File: config.mk
export PLATFORM = sky130hd
export DESIGN_NAME = seq_divider_8bit_flat
export DESIGN_NICKNAME = d
export VERILOG_FILES = /design/src/rtl/seq_divider_8bit_pkg.sv /design/src/rtl/seq_divider_8bit_if.sv /design/src/rtl/seq_divider_8bit_cla_subtractor.sv /design/src/rtl/seq_divider_8bit.sv /design/src/flat_wrapper.sv
export SDC_FILE = /design/constraint.sdc
export NUM_CORES = 1
export LEC_CHECK = 0
export BUFFER_PORTS_ARGS = -buffer_cell sky130_fd_sc_hd__buf_2
export CORE_MARGIN = 10
export CORE_UTILIZATION = 25
export CTS_CLUSTER_DIAMETER = 120
export DETAILED_ROUTE_END_ITERATION = 16
export SLEW_MARGIN = 5
export SYNTH_ARGS = -nofsm -noshare
export SYNTH_HDL_FRONTEND = slang
export SYNTH_SLANG_ARGS = --single-unit
export TNS_END_PERCENT = 100
File: constraint.sdc
create_clock -name clk -period 2.2 [get_ports clk]
set_clock_uncertainty 0.05 [all_clocks]
set_input_delay 0.11 -clock clk [delete_from_list [all_inputs] [get_ports clk]]
set_output_delay 0.11 -clock clk [all_outputs]
set_load 0.01 [all_outputs]
File: src/rtl/seq_divider_8bit_pkg.sv
// Shared definitions for the sequential restoring divider.
package seq_divider_8bit_pkg;

  localparam int DEF_WIDTH = 8;

  typedef enum logic [1:0] {
    IDLE = 2'd0,
    CALC = 2'd1,
    DONE = 2'd2
  } state_e;

endpackage

File: src/rtl/seq_divider_8bit_if.sv
// Controller <-> divider handshake and operand/result bus.
interface seq_divider_8bit_if
  import seq_divider_8bit_pkg::*;
#(
  parameter int WIDTH = DEF_WIDTH
);
  logic             start;
  logic [WIDTH-1:0] dividend;
  logic [WIDTH-1:0] divisor;
  logic             busy;
  logic             done;
  logic [WIDTH-1:0] quotient;
  logic [WIDTH-1:0] remainder;
  logic             div_by_zero;

  modport master (
    output start, dividend, divisor,
    input  busy, done, quotient, remainder, div_by_zero
  );

  modport slave (
    input  start, dividend, divisor,
    output busy, done, quotient, remainder, div_by_zero
  );
endinterface

File: src/rtl/seq_divider_8bit_cla_subtractor.sv
// Trial subtractor a - b computed as a + ~b + 1 with lookahead carries.
module cla_subtractor #(
  parameter int N = 9
) (
  input  logic [N-1:0] a,
  input  logic [N-1:0] b,
  output logic [N-1:0] diff,
  output logic         borrow
);
  logic [N-1:0] bn, g, p;
  logic [N:0]   c;
  logic         run, acc;

  assign bn = ~b;
  assign g  = a & bn;
  assign p  = a ^ bn;

  // Each carry is the OR of every generate propagated up to it, plus the
  // carry-in (tied to 1) propagated through all lower bits.
  always_comb begin
    c    = '0;
    run  = 1'b1;
    acc  = 1'b0;
    c[0] = 1'b1;
    for (int i = 0; i < N; i++) begin
      run = 1'b1;
      acc = 1'b0;
      for (int j = i; j >= 0; j--) begin
        acc = acc | (g[j] & run);
        run = run & p[j];
      end
      c[i+1] = acc | run;
    end
  end

  assign diff   = p ^ c[N-1:0];
  // No carry out of a + ~b + 1 means a < b.
  assign borrow = ~c[N];
endmodule

File: src/rtl/seq_divider_8bit.sv
// Sequential unsigned restoring divider: one quotient bit per clock.
module seq_divider_8bit
  import seq_divider_8bit_pkg::*;
#(
  parameter int WIDTH = DEF_WIDTH
) (
  input  logic               clk,
  input  logic               rst_n,
  seq_divider_8bit_if.slave  bus
);
  localparam int              CNT_W = $clog2(WIDTH);
  localparam logic [CNT_W-1:0] LAST = CNT_W'(WIDTH - 1);

  state_e           state_q, state_d;
  logic [WIDTH-1:0] q_q, q_d;       // dividend shifting out / quotient shifting in
  logic [WIDTH-1:0] d_q, d_d;       // latched divisor
  logic [WIDTH-1:0] r_q, r_d;       // partial remainder (always < divisor, so top bit never needed)
  logic [CNT_W-1:0] cnt_q, cnt_d;
  logic [WIDTH-1:0] quo_q, quo_d;
  logic [WIDTH-1:0] rem_q, rem_d;
  logic             dbz_q, dbz_d;

  logic [WIDTH:0]   trial;
  logic [WIDTH:0]   diff;
  logic             borrow;
  logic             diff_sign_unused;

  assign trial = {r_q, q_q[WIDTH-1]};

  cla_subtractor #(.N(WIDTH + 1)) u_sub (
    .a      (trial),
    .b      ({1'b0, d_q}),
    .diff   (diff),
    .borrow (borrow)
  );

  // Sign bit of diff duplicates borrow; only the low bits are stored.
  assign diff_sign_unused = diff[WIDTH];

  // Next-state, datapath and result-register updates.
  always_comb begin
    state_d = state_q;
    q_d     = q_q;
    d_d     = d_q;
    r_d     = r_q;
    cnt_d   = cnt_q;
    quo_d   = quo_q;
    rem_d   = rem_q;
    dbz_d   = dbz_q;
    case (state_q)
      IDLE, DONE: begin
        if (bus.start) begin
          q_d   = bus.dividend;
          d_d   = bus.divisor;
          r_d   = '0;
          cnt_d = '0;
          if (bus.divisor == '0) begin
            state_d = DONE;
            quo_d   = '1;
            rem_d   = bus.dividend;
            dbz_d   = 1'b1;
          end else begin
            state_d = CALC;
            dbz_d   = 1'b0;
          end
        end else begin
          state_d = IDLE;
        end
      end
      CALC: begin
        // Restore on borrow, otherwise keep the difference; T < 2D so it fits.
        r_d   = borrow ? trial[WIDTH-1:0] : diff[WIDTH-1:0];
        q_d   = {q_q[WIDTH-2:0], ~borrow};
        cnt_d = cnt_q + 1'b1;
        if (cnt_q == LAST) begin
          state_d = DONE;
          quo_d   = q_d;
          rem_d   = r_d;
        end
      end
      default: state_d = IDLE;
    endcase
  end

  // State and datapath registers; async reset aborts any operation.
  always_ff @(posedge clk or negedge rst_n) begin
    if (!rst_n) begin
      state_q <= IDLE;
      q_q     <= '0;
      d_q     <= '0;
      r_q     <= '0;
      cnt_q   <= '0;
      quo_q   <= '0;
      rem_q   <= '0;
      dbz_q   <= 1'b0;
    end else begin
      state_q <= state_d;
      q_q     <= q_d;
      d_q     <= d_d;
      r_q     <= r_d;
      cnt_q   <= cnt_d;
      quo_q   <= quo_d;
      rem_q   <= rem_d;
      dbz_q   <= dbz_d;
    end
  end

  assign bus.busy        = (state_q == CALC);
  assign bus.done        = (state_q == DONE);
  assign bus.quotient    = quo_q;
  assign bus.remainder   = rem_q;
  assign bus.div_by_zero = dbz_q;
endmodule
File: src/flat_wrapper.sv
// flat-port wrapper written by rule: the top's interface ports become plain ports
module seq_divider_8bit_flat import seq_divider_8bit_pkg::*;
#(
  parameter int WIDTH = DEF_WIDTH
)
  (clk, rst_n, bus_start, bus_dividend, bus_divisor, bus_busy, bus_done, bus_quotient, bus_remainder, bus_div_by_zero);
  seq_divider_8bit_if #(.WIDTH(WIDTH)) bus_i ();
  input  logic clk;
  input  logic rst_n;
  input wire logic [$bits(bus_i.start)-1:0] bus_start;
  input wire logic [$bits(bus_i.dividend)-1:0] bus_dividend;
  input wire logic [$bits(bus_i.divisor)-1:0] bus_divisor;
  output wire logic [$bits(bus_i.busy)-1:0] bus_busy;
  output wire logic [$bits(bus_i.done)-1:0] bus_done;
  output wire logic [$bits(bus_i.quotient)-1:0] bus_quotient;
  output wire logic [$bits(bus_i.remainder)-1:0] bus_remainder;
  output wire logic [$bits(bus_i.div_by_zero)-1:0] bus_div_by_zero;
  assign bus_i.start = bus_start;
  assign bus_i.dividend = bus_dividend;
  assign bus_i.divisor = bus_divisor;
  assign bus_busy = bus_i.busy;
  assign bus_done = bus_i.done;
  assign bus_quotient = bus_i.quotient;
  assign bus_remainder = bus_i.remainder;
  assign bus_div_by_zero = bus_i.div_by_zero;
  seq_divider_8bit #(.WIDTH(WIDTH)) u_core (.clk(clk), .rst_n(rst_n), .bus(bus_i));
endmodule
# Word level (Yosys, flattened, before mapping)

Index checks and enable logic that the tools add are counted.

Output and inout bits: 19
Logic and storage cells: 141
Input port bits: 19
Register bits: 46

Multiplexer cells: 20
$add $sub $neg: 1
Bitwise logic cells: 99
Equality and inequality tests: 6
Reductions and logical operators: 7

Operators with widths:

| cell                                                                     | count |
|---|---|
| 8-bit 2-to-1 mux                                                         | 9 |
| 8-bit one-hot mux with 2 select lines                                    | 4 |
| 1-bit bitwise AND                                                        | 58 |
| 1-bit bitwise OR                                                         | 37 |
| 9-bit bitwise AND                                                        | 1 |
| 8-bit NOT with 9-bit output                                              | 1 |
| 9-bit XOR                                                                | 1 |
| 8-bit zero test                                                          | 1 |
| 8-bit XOR                                                                | 1 |
| 2-bit 2-to-1 mux                                                         | 3 |
| 3-bit one-hot mux with 2 select lines                                    | 1 |
| 2-bit by 1-bit inequality test with 1-bit output (second input constant) | 2 |
| 2-bit one-hot mux with 2 select lines                                    | 1 |
| 2-bit AND reduction                                                      | 2 |
| 4-bit AND reduction                                                      | 1 |
| 3-bit by 1-bit adder with 3-bit output (second input constant)           | 1 |
| 3-bit equality test (second input constant)                              | 1 |
| 3-bit 2-to-1 mux                                                         | 1 |
| 2-bit by 1-bit equality test with 1-bit output (second input constant)   | 1 |
| 2-bit equality test (second input constant)                              | 1 |
| 2-bit zero test                                                          | 1 |
| 2-bit inequality test (second input constant)                            | 1 |
| 2-bit nonzero test                                                       | 1 |
| 2-bit OR reduction                                                       | 1 |
| 1-bit 2-to-1 mux                                                         | 1 |

# Longest topological paths before layout

Word-level depth: 15
Gate-level depth with buffers: 9
Mapped depth without buffers: 8

# Cells and area by module

From an unflattened synthesis, not the netlist that was laid out.

Cell total of the unflattened synthesis: 254
Area, all modules: 2,454.9 µm²

By module, submodules not included:

| module           | sequential area each (µm²) | cells each | area each (µm²) | times used |
|---|---|---|---|---|
| seq_divider_8bit | 1,151.1                    | 197        | 2,047.0         | 1 |
| cla_subtractor   | 0.0                        | 57         | 407.9           | 1 |

# Least setup slack after synthesis

No wires, ideal clock.

Path type: reg-to-reg
Start point: reg u_core.r_q[6]
End point: reg u_core.rem_q[4] (netlist: u_core.bus.remainder[4])
Cell stages (with the launch flop): 8
Required time: 2.004 ns
Buffers on the path: 1
Period minus slack after synthesis: 2.170 ns
Arrival time: 1.974 ns
Setup slack: 0.030 ns
Library setup time: 0.146 ns
Path through: dfrtp_1 ha_1 a211oi_1 o211ai_1 o21ai_0 buf_2 mux2i_1 a31oi_1

Word-level cells in the longest chain between the ends: 14
Elaborated cells on any way between the ends: 30
Those cells by class: 3 x mux; 27 x bitwise

Ends and longest elaborated chain:

| item                                                   | RTL line                                                                     | RTL |
|---|---|---|
| from (decl)                                            | seq_divider_8bit.sv:17                                                       | `logic [WIDTH-1:0] r_q, r_d;` |
| from (signal assigned)                                 | seq_divider_8bit.sv:100                                                      | `r_q <= r_d;` |
| 9-bit bitwise AND or 9-bit XOR (tied branches)         | seq_divider_8bit_cla_subtractor.sv:15, seq_divider_8bit_cla_subtractor.sv:16 |  |
| 1-bit bitwise AND, on equally long branches            | seq_divider_8bit_cla_subtractor.sv:29, seq_divider_8bit_cla_subtractor.sv:30 |  |
| 1-bit bitwise OR (tied with other cells) (6 in series) | seq_divider_8bit_cla_subtractor.sv:29                                        | `acc = acc \| (g[j] & run);` |
| 1-bit bitwise OR or 1-bit bitwise AND (tied branches)  | seq_divider_8bit_cla_subtractor.sv:29                                        |  |
| 1-bit bitwise OR                                       | seq_divider_8bit_cla_subtractor.sv:29                                        |  |
| 1-bit bitwise OR *                                     | seq_divider_8bit_cla_subtractor.sv:32                                        | `c[i+1] = acc \| run;` |
| 8-bit 2-to-1 mux *                                     | seq_divider_8bit.sv:72                                                       | `r_d = borrow ? trial[WIDTH-1:0] : diff[WIDTH-1:0];` |
| 8-bit 2-to-1 mux *                                     | seq_divider_8bit.sv:75                                                       | `if (cnt_q == LAST) begin` |
| 8-bit one-hot mux with 2 select lines *                | seq_divider_8bit.sv:50                                                       | `case (state_q)` |
| to (signal assigned)                                   | seq_divider_8bit.sv:103                                                      | `rem_q <= rem_d;` |
| to (decl)                                              | seq_divider_8bit.sv:20                                                       | `logic [WIDTH-1:0] rem_q, rem_d;` |

Every way passes the cells marked *; elsewhere a longest branch is shown, timed or not. The select of a mux whose other input is x is not followed.
A chain may end at the register's enable or synchronous reset.

# Worst setup path in the final report

Start point: in bus_divisor[2]
End point: reg u_core.quo_q[4] (netlist: u_core.bus.quotient[4])

Word-level cells in the longest chain between the ends: 3

Ends and longest elaborated chain:

| item                                                              | RTL line                | RTL |
|---|---|---|
| from (decl)                                                       | flat_wrapper.sv:12      | `input wire logic [$bits(bus_i.divisor)-1:0] bus_divisor;` |
| 8-bit zero test                                                   | seq_divider_8bit.sv:57  | `if (bus.divisor == '0) begin` |
| 2-bit by 1-bit inequality test with 1-bit output (no source line) | n/a                     |  |
| 4-bit AND reduction (no source line)                              | n/a                     |  |
| to (signal assigned)                                              | seq_divider_8bit.sv:102 | `quo_q <= quo_d;` |
| to (decl)                                                         | seq_divider_8bit.sv:19  | `logic [WIDTH-1:0] quo_q, quo_d;` |

No other way between the ends.

==> results by group <==
Run
  – MaxCap Viol Count: 0

Synth
  – Post-synth cell types: 47
  – Synthesized cell area: 0.00244 sq mm
  – Fraction of registers with async set/reset: 1.00
  – Sequential cell area fraction in the yosys report: 0.472
  – Most frequent cell after synthesis: dfrtp_1
  – Yosys top cell by area: dfrtp_1
  – Synth top area share: 0.472
  – Synth Flop Type: dfrtp_1
  – Synth Register Bits: 46
  – Synthesized Nets: 289
  – Post-synth top cells: dfrtp_1, nand2_1, o21ai_0
  – Cell count after synthesis: 259
  – Number of enable flip-flop cells after synthesis: 0
  – Synthesis Warnings: 0
  – Synthesized area per cell: 9.42 sq um
  – Top cells by area, synth: dfrtp_1, nand2_1, ha_1

STA
  – Slew Limit Fails: 0
  – Sum of negative setup slack: 0 ps
  – WHS: 25.3 ps
  – Final setup fails: 0
  – Fin. Hold Viols: 0
  – Worst relative slew slack: 0.547
  – Min Tclk post-route: 2130 ps
  – RSZ-0062 raised after global routing: false
  – Actual slew at the worst max-slew pin: 678 ps
  – Final critical-path share of the clock period: 0.969
  – Fmax: 469 MHz

Setup path
  – Critical-path cell list: dlygate4sd3_1, buf_2, or4_4, or3_4, and2_4, inv_6, buf_12, buf_4, nor2_1, a21oi_2
  – Top delay family on crit path: simple AND/OR/NAND/NOR gates
  – Cell depth of the worst flop-to-flop path: 9
  – Bufs and invs on worst path: 5
  – Flop2flop setup slack: 120 ps
  – Critical R2R Launch: u_core.r_q[6]
  – Slowest stage delay, CP: 530 ps
  – Worst setup EP type: flip-flop
  – Reg-to-reg critical path endpoint: u_core.bus.remainder[0]
  – Highest-delay cell along the critical path: dlygate4sd3_1
  – Worst-path fanout max: 8
  – WS Path Type: input pin to flip-flop
  – Worst endpoint required time: 2380 ps
  – Critical Path AT: 2320 ps
  – Crit start category: input pin

Power
  – Pleak: 1.46 nW
  – P per Cell Area: 1800 mW/mm^2
  – Worst vdd ir: 0.518 mV
  – Total Power: 5.90 mW

Die
  – Die W: 119 microns
  – Row count: 35
  – Initial Util: 0.260
  – I/O pin cnt: 38
  – Die ar.: 0.0141 sq mm
  – Die H: 119 microns
  – Core Box Area: 0.00937 sq mm

Final layout
  – Area grow syn2layout: 34.7%
  – Diode count: 0
  – Non-filler cells, final: 468
  – Share of cells above drive strength 1: 0.322
  – Final nets: 368

Min path
  – Hold depth: 3
  – Worst hold path endpoint: u_core.q_q[1]
  – Hold Path Class: input pin to flip-flop
  – HP Start: bus_dividend[1]

Clocking
  – Worst-skew pair later-pin latency: 310 ps
  – H-tree level count: 2
  – CTS sink cnt: 46
  – Max Root-Sink Buffers: 2
  – TritonCTS clock tree: yes
  – Clk pin slew, worst setup/hold paths: 100 ps
  – Clock root cell: clkbuf_8
  – CTS Buf Count: 5

Routing
  – DRT Pass-1 Iters: 4
  – Routed WL per cell: 13.7 microns
  – Iteration-0 DRC count of the detailed router: 98
  – Post-route DRC: 0
  – DR vias: 2,138
  – Vias per cell: 4.57
  – Antenna Nets Post-Route: 0
  – DRT Wirelength: 6430 microns

Placed design
  – Post-detail-place hpwl: 4800 microns
  – Placed Instances: 444
  – Input/output buffers: 37
  – GP Congestion: 0.782

Global routing
  – First-pass GRT wire length: 11,000 microns
  – Pin count of the biggest net entering global routing: 27
  – Overflow after GRT: 0
  – Vias in the first global route: 2,159
  – Initial antenna violation count: 0
  – Gr usage total: 0.0931

Outcome
  – Outcome: completed
## kinds of logic after synthesis
family	after synthesis	synth area share
DFF	46	0.472
buffers and inverters	27	0.0605
adders and majority gates	11	0.0564
AOI/OAI and AO/OA	76	0.210
muxes	4	0.0164
and+or+nand+nor	92	0.174
xor gates and xnor gates	3	0.0108
## power breakdown
group	switching, mW	internal, mW
combinational	1.96	1.89
clock	0.317	0.225
sequential	0.250	1.26
## worst register-to-register path: stages, from the launching register on
cell	delay (ps)
dfrtp_1	430
ha_4	290
a211oi_1	60
buf_4	150
a22oi_2	120
o21ai_1	90
buf_4	180
buf_4	140
or3_4	330
a41oi_2	170
## placed cells by master, fill, tap and decap left out, types with 4 or more instances in the layout
master,n
dfrtp_1,45
and3_1,4
a21oi_2,7
nand2_1,43
o21ai_0,19
ha_1,8
a31oi_1,9
nor2_1,22
dlygate4sd3_1,9
inv_1,13
a21oi_1,7
clkbuf_8,5
nand2b_1,4
buf_2,37
buf_4,35
nand3_1,4
o21ai_1,6
## sequential cells by signal, indices dropped and copies added (netlist names)
register / cells
u_core.bus.div_by_zero: 1
u_core.bus.quotient: 8
u_core.q_q: 8
u_core.state_q: 2
u_core.bus.remainder: 8
u_core.d_q: 8
u_core.cnt_q: 3
u_core.r_q: 8
## cell type report
type	instances	area [sq um]
Clock buffer	5	68.8
Clock inverter	3	18.8
Fill cell	1013	6090
Inverter	15	61.3
Multi-Input combinational cell	186	1220
Sequential cell	46	1150
Tap cell	129	161
Timing Repair Buffer	84	598
## stage by stage
stage	cell area [sq um]	utilization	setup slack [ps]
after floorplan	2440	-	29.8
after global placement	2950	0.315	-38.2
after detailed placement	2950	0.315	-128
after CTS	3140	0.335	-0.369
after global routing	3290	0.351	3.45
final	3290	0.351	68.1
## timing repair
item	CTS	global route
hold buffers	9	0
endpoints found under the hold margin	29	0
setup endpoints to repair	8	16
setup buffers	0	7
pin swaps	0	2
gates resized for setup	5	16
## worst max path at each step
| stage | start | end | slack, ps | cells past startpoint |
|---|---|---|---|---|
| after floorplan | u_core.r_q[6] | u_core.bus.remainder[4] | 30 | 7 |
| after global placement | u_core.r_q[1] | u_core.bus.remainder[3] | -40 | 7 |
| after detailed placement | u_core.r_q[1] | u_core.r_q[7] | -130 | 6 |
| after CTS | u_core.r_q[6] | u_core.bus.remainder[0] | -0.4 | 9 |
| after global routing | u_core.r_q[1] | u_core.bus.remainder[1] | 3 | 7 |
| final | bus_divisor[2] | u_core.bus.quotient[4] | 70 | 10 |
## routing by layer
layer,track usage,routed length [microns]
met5,0,0
met2,0.142,2890
met3,0.0281,317
met1,0.125,3170
met4,0.0229,41
No activity file was read; power rests on OpenSTA's default activity.
